<file path="config.mk">
export PLATFORM = sky130hd
export DESIGN_NAME = non_restoring_divider_seq
export DESIGN_NICKNAME = d
export VERILOG_FILES = /design/src/rtl/non_restoring_divider_seq.sv
export SDC_FILE = /design/constraint.sdc
export NUM_CORES = 1
export LEC_CHECK = 0
export CELL_PAD_IN_SITES_DETAIL_PLACEMENT = 1
export CELL_PAD_IN_SITES_GLOBAL_PLACEMENT = 2
export CORE_ASPECT_RATIO = 1.2
export CORE_MARGIN = 10
export CORE_UTILIZATION = 36
export CTS_CLUSTER_DIAMETER = 120
export CTS_CLUSTER_SIZE = 14
export DETAILED_ROUTE_END_ITERATION = 8
export PLACE_DENSITY_LB_ADDON = 0.08
export RECOVER_POWER = 25
export SETUP_SLACK_MARGIN = 0.4
export SLEW_MARGIN = 10
export SYNTH_ARGS = -nofsm -noshare
export SYNTH_HDL_FRONTEND = slang
export SYNTH_SLANG_ARGS = --single-unit
</file>
<file path="constraint.sdc">
create_clock -name clk -period 5.8 [get_ports clk]
set_input_delay 1.16 -clock clk [delete_from_list [all_inputs] [get_ports clk]]
set_output_delay 1.16 -clock clk [all_outputs]
set_load 0.01 [all_outputs]
</file>
<file path="src/rtl/non_restoring_divider_seq.sv">
// Sequential non-restoring divider with start/busy/done handshake, signed/unsigned mode
// and divide-by-zero detection; one quotient bit per cycle on a WIDTH+1 bit A/M datapath.
module non_restoring_divider_seq #(
    parameter int unsigned WIDTH = 8,
    parameter int unsigned CNT_W = $clog2(WIDTH + 1)
) (
    input  logic             clk,
    input  logic             rst,
    input  logic             start,
    input  logic             signed_op,
    input  logic [WIDTH-1:0] dividend,
    input  logic [WIDTH-1:0] divisor,
    output logic             busy,
    output logic             done,
    output logic [WIDTH-1:0] quotient,
    output logic [WIDTH-1:0] remainder,
    output logic             div_by_zero
);

    typedef enum logic [1:0] {
        S_IDLE    = 2'd0,
        S_ITER    = 2'd1,
        S_CORRECT = 2'd2,
        S_DONE    = 2'd3
    } state_t;

    state_t           state;
    logic [WIDTH:0]   a_r;
    logic [WIDTH-1:0] q_r;
    logic [WIDTH:0]   m_r;
    logic [CNT_W-1:0] cnt_r;
    logic             dvd_neg_r;
    logic             dvs_neg_r;
    logic             signed_r;

    logic [WIDTH-1:0] dvd_mag;
    logic [WIDTH-1:0] dvs_mag;
    logic [WIDTH:0]   a_sh;
    logic [WIDTH:0]   a_next;
    logic [WIDTH:0]   a_fix;
    logic [WIDTH-1:0] q_fin;
    logic [WIDTH-1:0] r_fin;

    // Operand magnitudes, one iteration step and the final sign/remainder fix-up
    always_comb begin
        dvd_mag = (signed_op && dividend[WIDTH-1]) ? WIDTH'((~dividend) + WIDTH'(1)) : dividend;
        dvs_mag = (signed_op && divisor[WIDTH-1])  ? WIDTH'((~divisor) + WIDTH'(1))  : divisor;
        a_sh    = {a_r[WIDTH-1:0], q_r[WIDTH-1]};
        a_next  = a_r[WIDTH] ? (a_sh + m_r) : (a_sh - m_r);
        a_fix   = a_r[WIDTH] ? (a_r + m_r) : a_r;
        q_fin   = (signed_r && (dvd_neg_r ^ dvs_neg_r)) ? WIDTH'((~q_r) + WIDTH'(1)) : q_r;
        r_fin   = (signed_r && dvd_neg_r) ? WIDTH'((~a_fix[WIDTH-1:0]) + WIDTH'(1))
                                          : a_fix[WIDTH-1:0];
    end

    always_ff @(posedge clk) begin
        if (rst) begin
            state       <= S_IDLE;
            busy        <= 1'b0;
            done        <= 1'b0;
            quotient    <= '0;
            remainder   <= '0;
            div_by_zero <= 1'b0;
            a_r         <= '0;
            q_r         <= '0;
            m_r         <= '0;
            cnt_r       <= '0;
            dvd_neg_r   <= 1'b0;
            dvs_neg_r   <= 1'b0;
            signed_r    <= 1'b0;
        end else begin
            done <= 1'b0;
            case (state)
                // DONE accepts a new start directly so back-to-back ops need no idle cycle
                S_IDLE, S_DONE: begin
                    state <= S_IDLE;
                    if (start) begin
                        a_r       <= '0;
                        q_r       <= dvd_mag;
                        m_r       <= {1'b0, dvs_mag};
                        cnt_r     <= CNT_W'(WIDTH);
                        dvd_neg_r <= dividend[WIDTH-1];
                        dvs_neg_r <= divisor[WIDTH-1];
                        signed_r  <= signed_op;
                        if (divisor == '0) begin
                            state       <= S_DONE;
                            done        <= 1'b1;
                            busy        <= 1'b0;
                            quotient    <= '1;
                            remainder   <= dividend;
                            div_by_zero <= 1'b1;
                        end else begin
                            state <= S_ITER;
                            busy  <= 1'b1;
                        end
                    end
                end
                S_ITER: begin
                    a_r   <= a_next;
                    q_r   <= {q_r[WIDTH-2:0], ~a_next[WIDTH]};
                    cnt_r <= cnt_r - CNT_W'(1);
                    if (cnt_r == CNT_W'(1)) begin
                        state <= S_CORRECT;
                    end
                end
                S_CORRECT: begin
                    a_r         <= a_fix;
                    quotient    <= q_fin;
                    remainder   <= r_fin;
                    div_by_zero <= 1'b0;
                    done        <= 1'b1;
                    busy        <= 1'b0;
                    state       <= S_DONE;
                end
                default: begin
                    state <= S_IDLE;
                    busy  <= 1'b0;
                end
            endcase
        end
    end

endmodule
</file>
==> impl_metrics.json, run 1 <==
{
  "synth_enable_flop_cells": 0,
  "cts_buffers": 5,
  "timing.critical_path.buf_inv": 2,
  "cts_hold_buf": 0,
  "maximum_number_of_pins_on_one_net_before_global_route_repair": 55,
  "timing.critical_path.slowest_cell_delay_ps": 480,
  "grt.overflow.total": 0,
  "syn_nets": 532,
  "status": "finished clean",
  "postSynth.topFlopCell": "sky130_fd_sc_hd__dfxtp_1",
  "post_cts_resize_count": 0,
  "final_hold_viol_count": 0,
  "first_iter_violations": 174,
  "worst_path_cell_trace": "clkdlybuf4s50_1 > nor3_2 > nand4_1 > or2_2 > o21ai_2 > buf_4 > o21ai_0 > and2_0 > a311oi_1",
  "synth_most_common_cell": "sky130_fd_sc_hd__nor2_1",
  "synth-async-reset-ratio_pct": 0,
  "crit_slowest_cell": "sky130_fd_sc_hd__clkdlybuf4s50_1",
  "fp.dieH_um": 131,
  "max_buffers_root_to_sink": 2,
  "ioPinCount": 39,
  "route.vias.total": 3506,
  "worst-setup-path-type": "in -> reg",
  "ant_nets": 0,
  "cts_tree": "done",
  "ys_types": 54,
  "synthTopCellsByArea": "sky130_fd_sc_hd__dfxtp_1 29%, sky130_fd_sc_hd__ha_1 9.2%, sky130_fd_sc_hd__nor2_1 6.6%",
  "postSynthAreaPerCell_um2": 7.64,
  "ctsHtreeMaxLevel": 2,
  "clk-insertion-delay-late_ps": 300,
  "timing.final.crit_period_ps": 3320,
  "post_dp_cell_area_um2": 4160,
  "layout_worst_path_cycle_share_pct": 57.3,
  "power_per_cell_area_nw_per_um2": 469,
  "final.setup.tns_ps": 0,
  "syn_inst": 483,
  "critPathCaptureType": "flop",
  "max_freq_mhz": 301,
  "core_ar_um2": 10000,
  "place.gp.congestion": 0.825,
  "finish.instance_area_um2": 4300,
  "synth_top_area_share_pct": 28.7,
  "fp.dieArea_um2": 14700,
  "die_width_um": 112,
  "synth_area_um2": 3690,
  "cp_data_arrival_time_ps": 3520,
  "yosys_warnings": 0,
  "routed_wire_length_per_instance_um": 18.6,
  "grt_first_pass_wirelength_mm": 19.5,
  "cts_setup_buffers": 0,
  "area.growth.synth_to_final_pct": 16.4,
  "post_route_cells_drive_above_1_share_pct": 3.92,
  "finalWirelength_mm": 11.9,
  "postSynthRegisterBits": 53,
  "num_rows": 40,
  "drcViolationCount": 0,
  "max_slew_margin_pct": 26.4,
  "rsz_0062_raised_after_global_routing": "false",
  "cts_root_buffer": "sky130_fd_sc_hd__clkbuf_16",
  "vias_per_cell": 5.51,
  "grtUsageTotal_pct": 16.3,
  "clkTransAtPathRegs_ps": 70,
  "clock_skew_ps": 2.76,
  "dp.cells": 628,
  "hold_class": "reg -> reg",
  "synth_top_cell_by_area": "sky130_fd_sc_hd__dfxtp_1",
  "worst-path-max-fanout": 28,
  "io_buffers": 38,
  "cp_top_family": "simple AND/OR/NAND/NOR gates",
  "top_cell_types_by_occurrence_after_synthesis": "65 x sky130_fd_sc_hd__nor2_1, 60 x sky130_fd_sc_hd__nand2_1, 53 x sky130_fd_sc_hd__dfxtp_1",
  "slew_viol_final": 0,
  "via_count_of_the_first_global_routing_pass": 3636,
  "sort_of_element_at_the_start_of_the_critical_path": "input pin",
  "initial_utilization_pct": 36.9,
  "clock-sinks": 53,
  "crit_required_ps": 6000,
  "max_cap_viol_count": 0,
  "layout_cells_excl_fill": 636,
  "detailedPlacementHpwl_mm": 9.07,
  "fin_nets": 558,
  "grt_antenna_before_repair": 0,
  "synth-seq-area-share_pct": 28.7,
  "max-vdd-ir-drop_mv": 0.172,
  "dr.pass1.iters": 4,
  "worstMarginPinSlew_ps": 1100,
  "leakagePower_nw": 1.69,
  "setup-violations-final": 0,
  "fin_total_pwr_w": 0.00202,
  "insertedDiodeCount": 0
}
[logic make-up after synthesis]
| group | share of synthesized area, % |
|---|---|
| DFF | 28.7 |
| and+or+nand+nor | 19.2 |
| buffers and inverters | 5.22 |
| muxes | 3.29 |
| xor gates and xnor gates | 8.78 |
| adders and majority gates | 10.2 |
| AOI/OAI and AO/OA | 24.5 |
[layer usage]
layer	vias to the layer above	track usage, %	part of all wire (%)
li1	1749	-	-
met1	1706	18.6	44
met2	37	30.2	52
met3	14	2.60	2.4
met4	0	5.23	1.8
met5	-	0	0
[cell usage in the layout (no fill, tap or decap), types with 4 or more instances in the layout]
master,Yosys,layout
sky130_fd_sc_hd__mux2i_1,11,11
sky130_fd_sc_hd__xor2_1,18,18
sky130_fd_sc_hd__dfxtp_1,53,53
sky130_fd_sc_hd__nand3_1,10,10
sky130_fd_sc_hd__xnor2_1,19,19
sky130_fd_sc_hd__ha_1,27,27
sky130_fd_sc_hd__clkbuf_16,0,5
sky130_fd_sc_hd__buf_4,0,4
sky130_fd_sc_hd__a31oi_1,5,5
sky130_fd_sc_hd__nor3_1,12,12
sky130_fd_sc_hd__inv_1,24,24
sky130_fd_sc_hd__a21oi_1,43,43
sky130_fd_sc_hd__a211oi_1,13,13
sky130_fd_sc_hd__nor2_1,65,65
sky130_fd_sc_hd__nand2_1,60,60
sky130_fd_sc_hd__dlygate4sd3_1,0,16
sky130_fd_sc_hd__o21ai_0,23,23
sky130_fd_sc_hd__o211ai_1,5,5
sky130_fd_sc_hd__a21o_1,7,7
sky130_fd_sc_hd__a311oi_1,11,11
sky130_fd_sc_hd__o31ai_1,4,4
sky130_fd_sc_hd__clkdlybuf4s50_1,0,21
sky130_fd_sc_hd__nor2b_1,4,4
[area by class of cell]
type                       count  area [um^2]
clock inverter                 1         7.51
multi-input combinational    382         2440
clock buffer                   7          133
fill                        1255         5710
inverter                      25         93.8
sequential                    53         1060
timing repair buffer          42          405
tap                          126          158
[report_power, final]
group	total, W	internal [W]	switching [W]
registers	0.000599	0.000463	0.000136
clock network	0.000302	0.000161	0.000141
logic	0.00112	0.000439	0.000677
total	0.00202	0.00106	0.000954
[sequential cells by signal (all words and copies together) (netlist names)]
register / cells
quotient: 8
m_r: 8
cnt_r: 4
dvs_neg_r: 1
busy: 1
done: 1
q_r: 8
a_r: 9
dvd_neg_r: 1
signed_r: 1
div_by_zero: 1
state: 2
remainder: 8
[worst paths after layout]
path / startpoint / end / slack (ps) / cells past startpoint
max: divisor[2] / remainder[7]$_SDFFE_PP0P_ / 2480 / 9
min: remainder[0]$_SDFFE_PP0P_ / remainder[0]$_SDFFE_PP0P_ / 480 / 2
max reg2reg: a_r[8]$_SDFFE_PP0P_ / q_r[0]$_SDFFE_PP0P_ / 2680 / 9
min reg2reg: remainder[0]$_SDFFE_PP0P_ / remainder[0]$_SDFFE_PP0P_ / 480 / 2
[worst reg2reg max path, cell delays in order (launching register included)]
cell	delay [ps]
sky130_fd_sc_hd__dfxtp_1	840
sky130_fd_sc_hd__mux2_1	280
sky130_fd_sc_hd__inv_1	60
sky130_fd_sc_hd__fa_1	420
sky130_fd_sc_hd__o21ai_0	360
sky130_fd_sc_hd__a31o_2	240
sky130_fd_sc_hd__a21o_1	110
sky130_fd_sc_hd__a21o_1	170
sky130_fd_sc_hd__mux2i_1	320
sky130_fd_sc_hd__a221oi_1	130
[stage by stage]
step	hold slack, ps	utilization, %	setup WS (ps)
finish	476	42.9	2480
global route	508	42.9	2350
CTS	477	42.9	2480
detailed placement	461	41.5	2170
global placement	461	41.5	2300
floorplan	448	-	3060
(Power assumes the default switching activity.)
==> run 2, diff against run 1 <==
CORE_UTILIZATION = 33   (was 36)
clock period = 3.4 ns   (was 5.8 ns; I/O delays follow)
==> run 2 against run 1 <==
Largest cell class unchanged. Global-route usage down 0.47 points. Critical path type is now reg -> reg. Worst setup slack worse by 1900 ps. Power rose by 74%. Die area up 7.6%. Sequential power rose by 65%. Utilization down 3.1 points. Clock skew up 3.0 ps.
==> impl_metrics.json, run 2 (synthesis gave the netlist of run 1 again) <==
{
  "dp_slack_ps": 338,
  "clkTransAtPathRegs_ps": 70,
  "drcViolationCount": 0,
  "grtUsageTotal_pct": 15.8,
  "power_per_cell_area_nw_per_um2": 802,
  "clock_skew_ps": 5.73,
  "layout_worst_path_cycle_share_pct": 82.3,
  "dr.pass1.iters": 4,
  "area.growth.synth_to_final_pct": 18.4,
  "post_route_cells_drive_above_1_share_pct": 6.40,
  "timing.critical_path.slowest_cell_delay_ps": 440,
  "io_buffers": 38,
  "place.gp.congestion": 0.813,
  "fin_nets": 564,
  "most_frequent_cells_in_the_layout": "65 x sky130_fd_sc_hd__nor2_1, 60 x sky130_fd_sc_hd__nand2_1, 51 x sky130_fd_sc_hd__dfxtp_1, 42 x sky130_fd_sc_hd__a21oi_1, 27 x sky130_fd_sc_hd__ha_1",
  "grt.overflow.total": 0,
  "worst-path-max-fanout": 6,
  "dp.cells": 640,
  "cts_root_buffer": "sky130_fd_sc_hd__clkbuf_16",
  "cts_buffers": 5,
  "timing.final.crit_period_ps": 2800,
  "maximum_number_of_pins_on_one_net_before_global_route_repair": 36,
  "final_common_cell": "sky130_fd_sc_hd__nor2_1",
  "fp.dieArea_um2": 15800,
  "grt_antenna_before_repair": 0,
  "crit_required_ps": 3600,
  "ant_nets": 0,
  "num_rows": 42,
  "slew_viol_final": 0,
  "fp.dieH_um": 136,
  "ctsHtreeMaxLevel": 2,
  "first_iter_violations": 115,
  "initial_utilization_pct": 33.6,
  "worst-setup-path-type": "reg -> reg",
  "setup-violations-final": 0,
  "via_count_of_the_first_global_routing_pass": 3801,
  "crit_slowest_cell": "sky130_fd_sc_hd__or3_1",
  "sort_of_element_at_the_start_of_the_critical_path": "flop",
  "clk-insertion-delay-late_ps": 300,
  "clock-sinks": 53,
  "hold_class": "reg -> reg",
  "worst_path_cell_trace": "or3_1 > nor3_2 > nor2_1 > xor2_1 > ha_1 > a21o_1 > a31o_2 > a21o_1 > a21o_1 > mux2i_1 > a221oi_1",
  "reg2reg_from": "m_r[2]$_SDFFE_PP0P_",
  "detailedPlacementHpwl_mm": 9.46,
  "finalWirelength_mm": 11.9,
  "register_with_the_most_flip_flops": "a_r",
  "leakagePower_nw": 1.73,
  "status": "finished clean",
  "cp_common_cell": "sky130_fd_sc_hd__a21o_1",
  "final.setup.tns_ps": 0,
  "critPathCaptureType": "flop",
  "final_hold_viol_count": 0,
  "worstMarginPinSlew_ps": 1040,
  "post_dp_cell_area_um2": 4210,
  "vias_per_cell": 5.40,
  "core_ar_um2": 11000,
  "cts_tree": "done",
  "routed_wire_length_per_instance_um": 18.4,
  "ioPinCount": 39,
  "hold_path_startpoint": "remainder[2]$_SDFFE_PP0P_",
  "layout_setup_ws_ps": 603,
  "max_buffers_root_to_sink": 2,
  "rsz_0062_raised_after_global_routing": "false",
  "cp_data_arrival_time_ps": 3000,
  "route.vias.total": 3502,
  "max-vdd-ir-drop_mv": 0.333,
  "finish.instance_area_um2": 4370,
  "max_freq_mhz": 357,
  "max_cap_viol_count": 0,
  "die_width_um": 117,
  "largest_reg_flops": 9,
  "grt_first_pass_wirelength_mm": 20.0,
  "critical_path.startpoint": "m_r[2]$_SDFFE_PP0P_",
  "insertedDiodeCount": 0,
  "layout_cells_excl_fill": 648,
  "max_slew_margin_pct": 30.4
}
[run 2: where the power goes]
part	leakage (nW)	internal (W)	switching (W)
logic	1.23	0.000796	0.00120
registers	0.434	0.000791	0.000200
clock network	0.0641	0.000275	0.000244
total	1.73	0.00186	0.00164
[run 2: stage by stage]
step	total power (W)	hold WS (ps)	util, %
after floorplan	0.00236	448	-
after global routing	0.00385	475	39.8
after CTS	0.00354	473	39.6
after global placement	0.00296	451	38.3
after detailed placement	0.00301	461	38.3
final	0.00350	468	39.8
[run 2: critical path, delay by kind of cell (launching register included)]
family | cells | cell delay (ps)
flip-flops | 1 | 370
XOR/XNOR | 1 | 160
AO/OA/AOI/OAI | 5 | 1020
AND/OR/NAND/NOR | 3 | 700
adder cells (fa/ha/maj) | 1 | 310
multiplexers | 1 | 150
[run 2: metal layers]
| layer | track usage [%] | vias to the layer above | share of wire [%] | routed length [um] |
|---|---|---|---|---|
| met4 | 3.78 | 0 | 1.3 | 153 |
| met2 | 28.8 | 36 | 52 | 6200 |
| met1 | 18.8 | 1697 | 45 | 5330 |
| met3 | 2.34 | 10 | 2.2 | 262 |
| li1 | - | 1759 | - | - |
| met5 | 0 | - | 0 | 0 |
[run 2: layout make-up]
type	instances	area, um^2
well taps	132	165
clock inverters	1	7.51
clock buffers	7	133
multi-input cells	382	2460
repair buffers	48	450
inverters	25	93.8
flip-flops and latches	53	1060
fillers	1373	6610
[run 2: path summary, 6_finish.rpt]
kind / endpoint / slack [ps] / cells after the start
setup reg to reg: q_r[0]$_SDFFE_PP0P_ / 600 / 11
hold reg to reg: remainder[2]$_SDFFE_PP0P_ / 470 / 2
setup / recovery: q_r[0]$_SDFFE_PP0P_ / 600 / 11
hold / removal: remainder[2]$_SDFFE_PP0P_ / 470 / 2
[run 2: timing repair]
action,4_1_cts,5_1_grt
resized for setup,0,6
hold buffers,0,0
setup buffers,0,0
setup endpoints to repair,0,5
